[src/rtl/mux_fifo_n.sv]
// rtl/mux_fifo_n.sv - N-channel select mux feeding an in-order output FIFO
// with a valid/ready output handshake and a saturating overflow-drop counter.
module mux_fifo_n #(
  parameter int D_WIDTH    = 8,
  parameter int NUM_CH     = 3,
  parameter int SEL_WIDTH  = 2,
  parameter int FIFO_DEPTH = 4,
  parameter int CNT_WIDTH  = 16
) (
  input  logic                            clk,
  input  logic                            rst,
  input  logic [SEL_WIDTH-1:0]            select,
  input  logic [NUM_CH*D_WIDTH-1:0]       data_i,
  input  logic [NUM_CH-1:0]               valid_i,
  input  logic                            flush_i,
  output logic [D_WIDTH-1:0]              data_o,
  output logic                            valid_o,
  input  logic                            ready_i,
  output logic                            full_o,
  output logic [$clog2(FIFO_DEPTH):0]     level_o,
  output logic [CNT_WIDTH-1:0]            drop_cnt_o
);

  localparam int AW = $clog2(FIFO_DEPTH);
  localparam int LW = AW + 1;

  logic [D_WIDTH-1:0]   mem [FIFO_DEPTH];
  logic [AW-1:0]        wr_ptr;
  logic [AW-1:0]        rd_ptr;
  logic [LW-1:0]        level;
  logic [CNT_WIDTH-1:0] drop_cnt;

  logic                 sel_valid;
  logic [D_WIDTH-1:0]   sel_data;
  logic                 empty;
  logic                 full;
  logic                 pop;
  logic                 push_ok;
  logic                 drop;

  // An out-of-range select matches no channel, so it never requests a push.
  always_comb begin
    sel_valid = 1'b0;
    sel_data  = '0;
    for (int k = 0; k < NUM_CH; k++) begin
      if (select == SEL_WIDTH'(k)) begin
        sel_valid = valid_i[k];
        sel_data  = data_i[k*D_WIDTH +: D_WIDTH];
      end
    end
  end

  assign empty   = (level == '0);
  assign full    = (level == LW'(FIFO_DEPTH));
  assign pop     = !empty && ready_i;
  assign push_ok = sel_valid && (!full || pop);
  assign drop    = sel_valid && full && !pop;

  always_ff @(posedge clk) begin
    if (push_ok && !flush_i) begin
      mem[wr_ptr] <= sel_data;
    end
  end

  always_ff @(posedge clk or posedge rst) begin
    if (rst) begin
      wr_ptr <= '0;
      rd_ptr <= '0;
      level  <= '0;
    end else if (flush_i) begin
      wr_ptr <= '0;
      rd_ptr <= '0;
      level  <= '0;
    end else begin
      if (push_ok) begin
        wr_ptr <= wr_ptr + AW'(1);
      end
      if (pop) begin
        rd_ptr <= rd_ptr + AW'(1);
      end
      case ({push_ok, pop})
        2'b10:   level <= level + LW'(1);
        2'b01:   level <= level - LW'(1);
        default: level <= level;
      endcase
    end
  end

  // Drops are only counted outside a flush cycle, where the push is discarded anyway.
  always_ff @(posedge clk or posedge rst) begin
    if (rst) begin
      drop_cnt <= '0;
    end else if (drop && !flush_i && (drop_cnt != {CNT_WIDTH{1'b1}})) begin
      drop_cnt <= drop_cnt + CNT_WIDTH'(1);
    end
  end

  assign data_o     = empty ? '0 : mem[rd_ptr];
  assign valid_o    = !empty;
  assign full_o     = full;
  assign level_o    = level;
  assign drop_cnt_o = drop_cnt;

endmodule

[config.mk]
export PLATFORM = sky130hd
export DESIGN_NAME = mux_fifo_n
export DESIGN_NICKNAME = d
export VERILOG_FILES = /design/src/rtl/mux_fifo_n.sv
export SDC_FILE = /design/constraint.sdc
export NUM_CORES = 1
export LEC_CHECK = 0
export BUFFER_PORTS_ARGS = -buffer_cell sky130_fd_sc_hd__buf_2
export CAP_MARGIN = 10
export CORE_ASPECT_RATIO = 1.25
export CORE_MARGIN = 2
export CORE_UTILIZATION = 58
export DETAILED_ROUTE_END_ITERATION = 7
export PLACE_DENSITY_LB_ADDON = 0.08
export SLEW_MARGIN = 0
export SYNTH_ARGS = -nofsm -noshare
export SYNTH_HDL_FRONTEND = slang
export SYNTH_SLANG_ARGS = --single-unit
[constraint.sdc]
create_clock -name clk -period 4.24 [get_ports clk]
set_input_delay 0.424 -clock clk [delete_from_list [all_inputs] [get_ports clk]]
set_output_delay 0.424 -clock clk [all_outputs]
set_load 0.005 [all_outputs]
### Yosys cells after proc, flatten, opt, wreduce, memory -nomap -nowiden

Memories as Yosys holds them, arrays and structs flattened.
Cells that the tools add are included.
Widths: inputs -> output; s select.

| cells by class | value |
|---|---|
| add/sub/neg operators | 5 |
| eq/ne operators | 6 |
| mux-type cells | 15 |
| reductions and logical operators | 17 |

Operators by type and width:

| operator | number |
|---|---|
| $mux 8 | 4 |
| $add 16x1->16 const B | 1 |
| $ne 16x16->1 const B | 1 |
| $mux 2 | 4 |
| $logic_and 1x1->1 | 7 |
| $pmux 3 s2 | 1 |
| $mux 1 | 5 |
| $add 2x1->2 const B | 2 |
| $eq 2x1->1 const B | 2 |
| $eq 2x2->1 const B | 2 |
| $logic_not 1->1 | 4 |
| $reduce_bool 2->1 | 2 |
| $add 3x1->3 const B | 1 |
| $eq 3x3->1 const B | 1 |
| $logic_not 3->1 | 1 |
| $mux 3 | 1 |
| $reduce_bool 3->1 | 1 |
| $sub 3x1->3 const B | 1 |
| $logic_not 2->1 | 1 |
| $logic_or 1x1->1 | 1 |

| storage, ports and cells | value |
|---|---|
| memory bits (writable) | 32 |
| flip-flop bits (word level) | 23 |
| memories kept | 1 |
| bits of input ports | 33 |
| output and inout port bits | 29 |
| word-level logic and storage cells | 48 |

Memories:

| memory | depth | width | read ports | clocked after memory_dff | wr ports | RTL line | source |
|---|---|---|---|---|---|---|---|
| mem | 4 | 8 | 1 | 0 | 1 | 27 | `logic [D_WIDTH-1:0] mem [FIFO_DEPTH];` |

### Logic depth before layout (Yosys ltp)

| depth | value |
|---|---|
| depth after elaboration | 8 |
| mapped depth | 9 |
| gate-level depth less buffers | 8 |

### Worst setup path after synthesis

No wires, ideal clock.

| timing | value |
|---|---|
| path type | input-to-reg |
| start | in select[0] |
| end | reg level[1], in the netlist level_o[1] |
| data required time | 4.146 ns |
| stages on the path | 7 |
| arrival | 2.081 ns |
| slack | 2.065 ns |
| path buffers | 2 |
| library setup time | 0.094 ns |
| path through | buf_2 -> o22ai_1 -> buf_2 -> or2_2 -> fa_1 -> a211o_1 -> a211oi_1 |

| between the ends | value |
|---|---|
| longest elaborated chain between the ends | 8 |

Ends and longest elaborated chain:

| element | RTL line | source |
|---|---|---|
| start: declaration | 12 | `input logic [SEL_WIDTH-1:0] select,` |
| $logic_not 2->1 | 46 | `if (select == SEL_WIDTH'(k)) begin` |
| $mux 1 (2 in a row) | 46 |  |
| $mux 1 * | 46 |  |
| $logic_and 1x1->1 * | 56 | `assign push_ok = sel_valid && (!full \|\| pop);` |
| $eq 2x1->1 or $eq 2x2->1 (tied branches) | 81 | `case ({push_ok, pop})` |
| $pmux 3 s2 | 81 |  |
| $mux 3 | 70 | `end else if (flush_i) begin` |
| end signal: assignment | 82 | `2'b10: level <= level + LW'(1);` |
| end signal: assignment | 83 | `2'b01: level <= level - LW'(1);` |
| end signal: assignment | 84 | `default: level <= level;` |
| end: declaration | 30 | `logic [LW-1:0] level;` |

Mark *: on every way between the ends. The rest lies on a longest branch, timed or not.
A chain may end at the register's enable or synchronous reset.

### Worst setup path in the final report

| timing | value |
|---|---|
| start | reg level[1], in the netlist level_o[1] |
| end | reg level[2], in the netlist level_o[2] |

| between the ends | value |
|---|---|
| longest elaborated chain between the ends | 8 |

Ends and longest elaborated chain:

| element | RTL line | source |
|---|---|---|
| $logic_not 3->1 | 53 | `assign empty = (level == '0);` |
| $logic_not 1->1 | 55 | `assign pop = !empty && ready_i;` |
| $logic_and 1x1->1 | 55 |  |
| $logic_or 1x1->1 | 56 |  |
| $logic_and 1x1->1 | 56 |  |
| $eq 2x1->1 or $eq 2x2->1 (tied branches) | 81 |  |
| $pmux 3 s2 | 81 |  |
| $mux 3 | 70 |  |

Several ways; a longest one is shown, not always the timed one.

==> results.json <==
{
  "outcome": "completed",
  "synth-compound-area-share_pct": 5.97,
  "pre_cts_ws_ps": 1770,
  "drive_above_1_share_pct": 31.5,
  "cp-end-kind": "flip-flop",
  "cts_tree": "yes",
  "synth_top_area_cell": "edfxtp_1",
  "p_sw_share_pct": 23.3,
  "antenna_found_initial": 0,
  "ctsHoldBuffers": 0,
  "slew_viol_final": 0,
  "vias": 1821,
  "power_density_nw_per_um2": 346,
  "ios": 62,
  "skew_ps": 3.62,
  "grt_pass1_vias": 1828,
  "min_path_type": "primary input to async pin",
  "syn_area_um2": 2740,
  "die_x_um": 65.5,
  "postCtsSetupBuffers": 0,
  "synth_fa_ha_area_share_pct": 3.01,
  "critPathKind": "flip-flop to flip-flop",
  "place_congestion": 0.783,
  "crit_start": "level_o[1]",
  "setup-violations-final": 0,
  "critPathMaxFanout": 11,
  "grtUsageMet1_pct": 24.1,
  "hold_violations": 0,
  "critPathArrivalTime_ps": 2530,
  "final_common_cell": "buf_2",
  "stdcell_count": 336,
  "synth_top_family_by_area": "simple AND/OR/NAND/NOR gates",
  "r2r-start": "level_o[1]",
  "cts-root-buf": "clkbuf_8",
  "gr-usage-met3_pct": 3.60,
  "grt-busiest-layer": "met2",
  "ir_drop_uv": 256,
  "yosysTopAreaCellShare_pct": 35.0,
  "synth.avg_cell_area_um2": 12.7,
  "cap_violations": 0,
  "groute.usage.overall_pct": 20.4,
  "ys_seq_area_share_pct": 56.0,
  "worst_slew_pin_slew_ps": 881,
  "ys_top_cells_by_area": "edfxtp_1 (35%), dfrtp_1 (21%), mux4_2 (6.6%), and2_1 (3.6%), xor2_1 (3.5%)",
  "layout_setup_ws_ps": 1930,
  "start_kind": "flip-flop",
  "cts-buffers-inserted": 5,
  "clkPwrFrac_pct": 30.2,
  "rsz0062_at_grt": "false",
  "synth-seq-cells": 55,
  "syn-num-nets": 255,
  "power.leakage_nw": 1.42,
  "start_util_pct": 58.9,
  "clkSinkCount": 55,
  "rows": 28,
  "yosysWarnings": 0,
  "vias_per_cell": 5.42,
  "cts_buffer_depth": 2,
  "die_area_um2": 5300,
  "overflow": 0,
  "max_slew_margin_pct": 41.2,
  "final_nets": 314,
  "antenna_cells": 0,
  "required_ps": 4460,
  "path_clk_slew_ps": 90,
  "htreeDepth": 2,
  "fmax_mhz": 432,
  "fin_crit_ps": 2310,
  "synth_simple_gate_area_share_pct": 15.4,
  "postRouteAntennaNets": 0,
  "clkLatencyLatePin_ps": 290,
  "cts-resized-gates": 0,
  "layout.core_utilization_pct": 68.3,
  "tns_ps": 0,
  "grt_pass1_wl_mm": 8.29,
  "synth-edff-count": 32,
  "comb_power_share_pct": 14.0,
  "port_buffers": 61,
  "p_sw_mw": 0.256,
  "yosysUniqueCellTypes": 45,
  "wire_per_inst_um": 14.9,
  "core_area_um2": 4660,
  "power.internal_mw": 0.845,
  "drtPass1Iterations": 4,
  "wl_mm": 5.02,
  "synth_xor_area_share_pct": 5.75,
  "area_growth_pct": 16.1,
  "drc": 0,
  "synth_cells": 216,
  "synth.area.mux_share_pct": 10.8,
  "power_mw": 1.10,
  "drtIter0Drc": 34,
  "die_y_um": 80.9,
  "dp.cells": 328,
  "p_seq_share_pct": 55.8,
  "period_share_pct": 54.6,
  "final_cell_mix": "buf_2 (61), edfxtp_1 (32), dfrtp_1 (23), nand2_1 (16), and2_1 (16)",
  "synth-main-ff-cell": "edfxtp_1",
  "grt_max_degree": 24,
  "dp_hpwl_mm": 3.83,
  "async_reset_ff_share_pct": 41.8,
  "use_met2_pct": 38.3
}
[cells by family (layout without fill, tap and decap cells)]
kind of cell | after synthesis | after routing
simple gates | 77 | 77
fa+ha+maj | 6 | 6
mux | 19 | 19
flops | 55 | 55
xor+xnor | 18 | 18
buf+inv | 17 | 77
compound gates | 24 | 24
[cell usage after synthesis (all sizes together), types with 3 or more instances]
| cell | instances |
|---|---|
| inv | 7 |
| dfrtp | 23 |
| and3 | 4 |
| nand4 | 6 |
| and2 | 17 |
| mux4 | 8 |
| buf | 7 |
| nand2 | 16 |
| mux2i | 9 |
| xor2 | 11 |
| xnor2 | 7 |
| nand3 | 7 |
| edfxtp | 32 |
| ha | 5 |
| clkbuf | 3 |
| o21ai | 9 |
| a21oi | 3 |
| nor3 | 5 |
| nor2 | 14 |
[path summary, 6_finish.rpt]
| path | end | slack [ps] | cells past startpoint |
|---|---|---|---|
| setup / recovery | level_o[2] | 1930 | 8 |
| hold / removal | drop_cnt_o[12] | 310 | 2 |
| setup reg to reg | level_o[2] | 1930 | 8 |
| hold reg to reg | drop_cnt_o[10] | 500 | 1 |
| max in group asynchronous | rd_ptr[0] | 3390 | 2 |
| min in group clk | wr_ptr[1] | 460 | 2 |
[state kept, by name (all words and copies together), names as in the netlist]
register    cells
mem            32
drop_cnt_o     16
level_o         3
rd_ptr          2
wr_ptr          2
[cell type report]
class / count / area [um^2]
Clock buffer: 6 / 72.6
Clock inverter: 2 / 37.5
Fill cell: 348 / 1480
Inverter: 7 / 26.3
Multi-Input combinational cell: 144 / 1120
Sequential cell: 55 / 1540
Tap cell: 60 / 75.1
Timing Repair Buffer: 62 / 313
[stage by stage]
| stage | instance area (um^2) | hold WS (ps) |
|---|---|---|
| 2_1_floorplan | 2740 | 426 |
| 3_3_place_gp | 3070 | 472 |
| 3_5_place_dp | 3070 | 485 |
| 4_1_cts | 3180 | 342 |
| 5_1_grt | 3180 | 382 |
| 6_report | 3180 | 308 |
[worst max-delay path, stage by stage, from the launching register on]
cell,delay [ps]
dfrtp_1,470
or3_1,580
nand2_1,170
or2_2,130
fa_1,210
inv_1,70
a2111oi_0,390
a31oi_1,90
a21oi_1,150
[power groups by stage]
stage / logic [mW] / clock network (mW) / registers (mW)
floorplan: 0.110 / 0 / 0.615
global placement: 0.153 / 0 / 0.626
detailed placement: 0.157 / 0 / 0.627
CTS: 0.157 / 0.340 / 0.615
global route: 0.177 / 0.363 / 0.618
finish: 0.155 / 0.333 / 0.614
[layer usage]
| metal | share of wire (%) | wire length (um) |
|---|---|---|
| met1 | 41 | 2050 |
| met2 | 54 | 2720 |
| met3 | 4.3 | 217 |
| met4 | 0.76 | 38 |
| met5 | 0 | 0 |
Note: power is estimated with default switching activity, not from simulation.
